## src/rtl/matrix_issue_sequencer_if.sv

```systemverilog
// Command, element-load and issue signals between a feeder and the matrix issue sequencer.
// Latency: none (wires only); the sequencer owns all timing.
// Backpressure: cmd_ready / in_ready gate the feeder, issue side has none.
interface matrix_issue_sequencer_if #(
   parameter int W = 32
);
   logic         cmd_valid;
   logic [5:0]   cmd_op;
   logic         cmd_ready;
   logic         in_valid;
   logic [W-1:0] in_data;
   logic         in_ready;
   logic         abort;
   logic [5:0]   sel;
   logic [W-1:0] eleIn;
   logic         issue_valid;
   logic         done;
   logic         err;

   // Feeder side: offers commands and elements, observes issue and completion.
   modport master (
      output cmd_valid, cmd_op, in_valid, in_data, abort,
      input  cmd_ready, in_ready, sel, eleIn, issue_valid, done, err
   );

   // Sequencer side.
   modport slave (
      input  cmd_valid, cmd_op, in_valid, in_data, abort,
      output cmd_ready, in_ready, sel, eleIn, issue_valid, done, err
   );
endinterface

```

## src/rtl/matrix_issue_sequencer.sv

```systemverilog
// Buffers N_ELEM operand elements per command, then issues them in order with the latched op.
// Latency: first issue 1 cycle after last element accept; accept-to-done 2*N_ELEM+2 cycles.
// Backpressure: cmd_ready only in IDLE, in_ready only in LOAD; issue phase cannot be stalled.
module matrix_issue_sequencer #(
   parameter int N_ELEM = 18,
   parameter int W      = 32
) (
   input logic                     clk,
   input logic                     reset,
   matrix_issue_sequencer_if.slave bus
);
   localparam int IW = (N_ELEM > 1) ? $clog2(N_ELEM) : 1;
   localparam logic [IW-1:0] LAST_IDX = IW'(N_ELEM - 1);

   localparam logic [1:0] S_IDLE  = 2'd0;
   localparam logic [1:0] S_LOAD  = 2'd1;
   localparam logic [1:0] S_ISSUE = 2'd2;

   logic [1:0]    state;
   // One index serves both phases: load position in LOAD, issue position in ISSUE.
   logic [IW-1:0] idx;
   logic [5:0]    op_q;
   logic          done_q;
   logic          err_q;
   logic [W-1:0]  buffer [N_ELEM];

   logic in_acc;
   assign in_acc = (state == S_LOAD) && bus.in_valid && !bus.abort;

   // Sequencer FSM: command accept, element load, issue sweep, done/err pulse.
   always_ff @(posedge clk or negedge reset) begin
      if (!reset) begin
         state  <= S_IDLE;
         idx    <= '0;
         op_q   <= '0;
         done_q <= 1'b0;
         err_q  <= 1'b0;
      end else begin
         done_q <= 1'b0;
         err_q  <= 1'b0;
         case (state)
            S_IDLE: begin
               if (bus.cmd_valid) begin
                  if (bus.cmd_op != 6'd0) begin
                     op_q  <= bus.cmd_op;
                     idx   <= '0;
                     state <= S_LOAD;
                  end else begin
                     // Op 0 is not a valid ALU operation: reject without loading.
                     done_q <= 1'b1;
                     err_q  <= 1'b1;
                  end
               end
            end
            S_LOAD: begin
               if (bus.abort) begin
                  state  <= S_IDLE;
                  idx    <= '0;
                  done_q <= 1'b1;
                  err_q  <= 1'b1;
               end else if (bus.in_valid) begin
                  if (idx == LAST_IDX) begin
                     state <= S_ISSUE;
                     idx   <= '0;
                  end else begin
                     idx <= idx + 1'b1;
                  end
               end
            end
            S_ISSUE: begin
               if (bus.abort) begin
                  state  <= S_IDLE;
                  idx    <= '0;
                  done_q <= 1'b1;
                  err_q  <= 1'b1;
               end else if (idx == LAST_IDX) begin
                  state  <= S_IDLE;
                  idx    <= '0;
                  done_q <= 1'b1;
               end else begin
                  idx <= idx + 1'b1;
               end
            end
            default: begin
               state <= S_IDLE;
               idx   <= '0;
            end
         endcase
      end
   end

   // Element buffer: written only on a non-aborted accept; never cleared, every slot is
   // rewritten by the load phase before the issue phase reads it.
   always_ff @(posedge clk) begin
      if (in_acc) begin
         buffer[idx] <= bus.in_data;
      end
   end

   // Handshakes and issue outputs decode straight from state so reset clears them at once.
   assign bus.cmd_ready   = (state == S_IDLE);
   assign bus.in_ready    = (state == S_LOAD);
   assign bus.issue_valid = (state == S_ISSUE);
   assign bus.sel         = (state == S_ISSUE) ? op_q : 6'd0;
   assign bus.eleIn       = (state == S_ISSUE) ? buffer[idx] : '0;
   assign bus.done        = done_q;
   assign bus.err         = err_q;
endmodule

```

## src/flat_wrapper.sv

```systemverilog
// flat-port wrapper written by rule: the top's interface ports become plain ports
module matrix_issue_sequencer_flat 
#(
   parameter int N_ELEM = 18,
   parameter int W      = 32
)
  (clk, reset, bus_cmd_valid, bus_cmd_op, bus_in_valid, bus_in_data, bus_abort, bus_cmd_ready, bus_in_ready, bus_sel, bus_eleIn, bus_issue_valid, bus_done, bus_err);
  matrix_issue_sequencer_if #(.W(W)) bus_i ();
  input logic clk;
  input logic reset;
  input wire logic [$bits(bus_i.cmd_valid)-1:0] bus_cmd_valid;
  input wire logic [$bits(bus_i.cmd_op)-1:0] bus_cmd_op;
  input wire logic [$bits(bus_i.in_valid)-1:0] bus_in_valid;
  input wire logic [$bits(bus_i.in_data)-1:0] bus_in_data;
  input wire logic [$bits(bus_i.abort)-1:0] bus_abort;
  output wire logic [$bits(bus_i.cmd_ready)-1:0] bus_cmd_ready;
  output wire logic [$bits(bus_i.in_ready)-1:0] bus_in_ready;
  output wire logic [$bits(bus_i.sel)-1:0] bus_sel;
  output wire logic [$bits(bus_i.eleIn)-1:0] bus_eleIn;
  output wire logic [$bits(bus_i.issue_valid)-1:0] bus_issue_valid;
  output wire logic [$bits(bus_i.done)-1:0] bus_done;
  output wire logic [$bits(bus_i.err)-1:0] bus_err;
  assign bus_i.cmd_valid = bus_cmd_valid;
  assign bus_i.cmd_op = bus_cmd_op;
  assign bus_i.in_valid = bus_in_valid;
  assign bus_i.in_data = bus_in_data;
  assign bus_i.abort = bus_abort;
  assign bus_cmd_ready = bus_i.cmd_ready;
  assign bus_in_ready = bus_i.in_ready;
  assign bus_sel = bus_i.sel;
  assign bus_eleIn = bus_i.eleIn;
  assign bus_issue_valid = bus_i.issue_valid;
  assign bus_done = bus_i.done;
  assign bus_err = bus_i.err;
  matrix_issue_sequencer #(.N_ELEM(N_ELEM), .W(W)) u_core (.clk(clk), .reset(reset), .bus(bus_i));
endmodule
```

## config.mk

```make
export PLATFORM = sky130hd
export DESIGN_NAME = matrix_issue_sequencer_flat
export DESIGN_NICKNAME = d
export VERILOG_FILES = /design/src/rtl/matrix_issue_sequencer_if.sv /design/src/rtl/matrix_issue_sequencer.sv /design/src/flat_wrapper.sv
export SDC_FILE = /design/constraint.sdc
export NUM_CORES = 1
export LEC_CHECK = 0
export ABC_AREA = 0
export ABC_CLOCK_PERIOD_IN_PS = 4900
export CORE_MARGIN = 2
export CORE_UTILIZATION = 55
export CTS_CLUSTER_DIAMETER = 120
export DETAILED_ROUTE_END_ITERATION = 12
export PLACE_DENSITY = 0.79
export SLEW_MARGIN = 10
export SYNTH_ARGS = -nofsm -noshare
export SYNTH_HDL_FRONTEND = slang
export SYNTH_SLANG_ARGS = --single-unit
```

## constraint.sdc

```tcl
create_clock -name clk -period 4.9 [get_ports clk]
set_input_delay 0.49 -clock clk [delete_from_list [all_inputs] [get_ports clk]]
set_output_delay 0.49 -clock clk [all_outputs]
set_load 0.02 [all_outputs]
```

==> summary.md, run 1 <==
| Metric | Value |
|---|---|
| Status | `finished, final reports clean` |
| IO Port Bufs | `between 80 and 90` |
| Ys async rst share | `0.0254` |
| P&R area growth vs syn | `14.3%` |
| RePlAce Congestion | `about 0.80` |
| Mapped Area | `23,400 um2` |
| Max Slew Vio Count | `0` |
| Relative slew slack | `0.177` |
| Number of max-cap violations | `0` |
| Max IR drop VDD | `about 0.00028 V` |
| Multi-input gate area | `between 5000 and 6000 um2` |
| H-tree depth | `2` |
| Post-CTS sizing | `0` |
| Post-detailed-route wirelength per cell | `about 26 um` |
| Worst-Skew Late Latency | `approximately 0.59 ns` |
| Mapped Cells | `between 1,000 and 1,500` |
| Total global-route track usage | `0.236` |
| Drt first pass iters | `5` |
| Period minus WS final | `about 4.4 ns` |
| Reg2reg path depth | `4` |
| Top FF cell, synth | `edfxtp_1` |
| Final ANT Viol Nets | `0` |
| Synth cell types | `45` |
| Crit. End Element | `primary output` |
| Worst setup path endpoint | `bus_eleIn[21]` |
| Sequential cell area | `approximately 18,000 um2` |
| Syn_area_per_cell | `between 15 and 20 um2` |
| Fill count | `2,843` |
| Antenna fix cells | `0` |
| Beginning of the critical path | `u_core.idx[1]` |
| Arr. time, crit path | `~4.0 ns` |
| Placed cells | `between 1,500 and 2,000` |
| Final hold viol count | `0` |
| Most frequent cell after synthesis | `edfxtp_1` |
| R2r setup slk | `roughly 1.3 ns` |
| Synth Register Bits | `between 500 and 600` |
| Setup TNS | `0 ns` |
| R2R Path Start | `u_core.idx[0]` |
| Core ar. | `roughly 42,000 um2` |
| Num rows | `75` |
| Initial Utilization | `0.557` |
| Layout cells sized above 1 | `0.174` |
| Worst Path Required | `between 4 and 5 ns` |
| I/O Pins | `between 80 and 90` |
| Die X | `between 200 and 250 um` |
| Cell Pwr Density | `around 450 nW/um2` |
| Cell Count, Final, Fillers Out | `approximately 2,000` |
| Largest area contributor in the netlist | `edfxtp_1` |
| Final setup fails | `0` |
| Max Buffers Root-to-Sink | `3` |
| Nets | `about 1,400` |
| Post-Syn Nets | `1,337` |
| Vias in the first global route | `~13,000` |
| Root buffer cell | `clkbuf_16` |
| Register area share after synthesis | `0.754` |
| Crit-path max FO | `28` |
| Vias per inst | `~6.2` |
| Number of flops mapped to enable cells by yosys | `~580` |
| Total gr overflow | `0` |
| Synth warn | `0` |
| Clock Pin Slew Worst Setup and Hold Paths | `roughly 0.06 ns` |
| RR Endpoint | `u_core.buffer[13][9]` |
| Initial DRC count | `~1,200` |
| Actual slew at the worst max-slew pin | `approximately 1.2 ns` |
| First-pass GRT wire length | `77,100 um` |
| Drt total wl | `approximately 52,000 um` |
| Die Area | `about 44,000 um2` |
| FMAX | `around 230 MHz` |
| Final core utilization | `0.637` |
| Worst Skew | `approximately 0.013 ns` |
| Clock sinks | `between 500 and 600` |
| Via Count | `~12,000` |
| Tcrit/Tclk final | `0.907` |
| Initial antenna violation count | `0` |
| Leakage power | `8.33 nW` |
| CTS Hold Bufs | `0` |
| Num CTS Buffers | `56` |
| Hold Crit Class | `in -> async` |
| Yosys top cell area share | `0.738` |
| Synth cell count leaders | `edfxtp_1 (576), mux2i_1 (99), mux2_2 (69)` |
| Synth top area cells | `edfxtp_1 (74%), mux2i_1 (4.2%), mux2_2 (3.3%)` |
| Largest net degree at the start of global routing | `about 70` |
| Hpwl dp | `28,800 um` |
| Setup bufs post-CTS | `0` |
| DIE HEIGHT | `210 um` |
| CTS tree | `built` |
| # DRC | `0` |
| Critical path class | `reg -> out` |
| RSZ-0062 raised after global routing | `no` |
| Crit start category | `flop` |
worst min-delay path by stage:
| stage | slack [ns] | depth (start not counted) | end |
|---|---|---|---|
| 2_1_floorplan | 0.19 | 0 | u_core.bus.done |
| 3_5_place_dp | 0.49 | 1 | u_core.op_q[3] |
| 3_3_place_gp | 0.48 | 1 | u_core.op_q[2] |
| 5_1_grt | 0.39 | 1 | u_core.op_q[1] |
| 6_report | 0.35 | 1 | u_core.op_q[1] |
| 4_1_cts | 0.35 | 1 | u_core.bus.done |
area by class of cell:
cell class,count,share of cell area
Timing Repair Buffer,127,0.0463
Tap cell,539,0.0252
Sequential cell,591,0.660
Clock buffer,66,0.0545
Multi-Input combinational cell,609,0.203
Inverter,8,0.00112
Clock inverter,38,0.0100
critical path, stage by stage (launching register included):
cell and delay, ns:
dfrtp_2 0.89, nand2b_2 0.66, buf_4 0.37, a211oi_1 0.09
nor4_1 0.47, o21a_1 0.23, clkdlybuf4s50_1 0.63
through the flow:
stage          hold slack [ns]  worst slack, ns  power (mW)  instance area (um2)
2_1_floorplan            0.194            0.803        7.68                23400
3_3_place_gp             0.483             1.13        8.10                25100
3_5_place_dp             0.494             1.10        8.17                25100
4_1_cts                  0.351            0.460        12.2                26800
5_1_grt                  0.395            0.320        12.6                26800
6_report                 0.347            0.457        12.2                26800
cell families (layout without fill, tap and decap cells):
| family | after synthesis | after routing | synth area share |
|---|---|---|---|
| compound gates | 206 | 206 | 0.0681 |
| mux | 201 | 201 | 0.107 |
| fa+ha+maj | 8 | 8 | 0.00427 |
| flops | 591 | 591 | 0.754 |
| buf+inv | 86 | 239 | 0.0209 |
| simple gates | 194 | 194 | 0.0452 |
flip-flops by register name, indices dropped and copies added (netlist names):
name             flops
u_core.buffer      576
u_core.op_q          6
u_core.idx           5
u_core.state         2
u_core.bus.done      1
u_core.bus.err       1
routing by layer:
layer | global-route usage | wire length (um) | vias up | share of wire
met5 | 0 | 0 | - | 0
met4 | 0.0833 | 1480 | 0 | 0.029
met3 | 0.0358 | 3800 | 89 | 0.074
met2 | 0.400 | 26000 | 580 | 0.50
met1 | 0.316 | 20300 | 6286 | 0.39
li1 | - | - | 5406 | -
power by group:
part	internal (mW)	switching [mW]	total, mW	leakage (nW)
clock network	2.32	1.77	4.09	0.837
registers	5.66	0.199	5.86	5.37
logic	1.07	1.14	2.22	2.12
total	9.06	3.11	12.2	8.33
placed cells by master, fill, tap and decap left out, drive strengths merged, types with 3 or more instances in the layout:
cell type	count
clkdlybuf4s50	85
o21a	31
inv	8
dfrtp	15
clkbuf	66
nor4	32
a211oi	66
mux4	33
ha	8
nand3	7
nor2	20
clkinv	31
nor3	9
nor2b	64
buf	42
clkinvlp	3
mux2	69
edfxtp	576
mux2i	99
bufinv	4
and2	6
a22oi	31
a22o	31
o211ai	34
nand2	46
(Power assumes the default switching activity.)
==> run 2: changes to the inputs <==
--- a/config.mk
+++ b/config.mk
@@ -6,7 +6,6 @@
 export NUM_CORES = 1
 export LEC_CHECK = 0
 export ABC_AREA = 0
-export ABC_CLOCK_PERIOD_IN_PS = 4900
 export CORE_MARGIN = 2
 export CORE_UTILIZATION = 55
 export CTS_CLUSTER_DIAMETER = 120
==> results of run 2 <==
The final DEF is identical to that of run 1; final timing and power are the same.
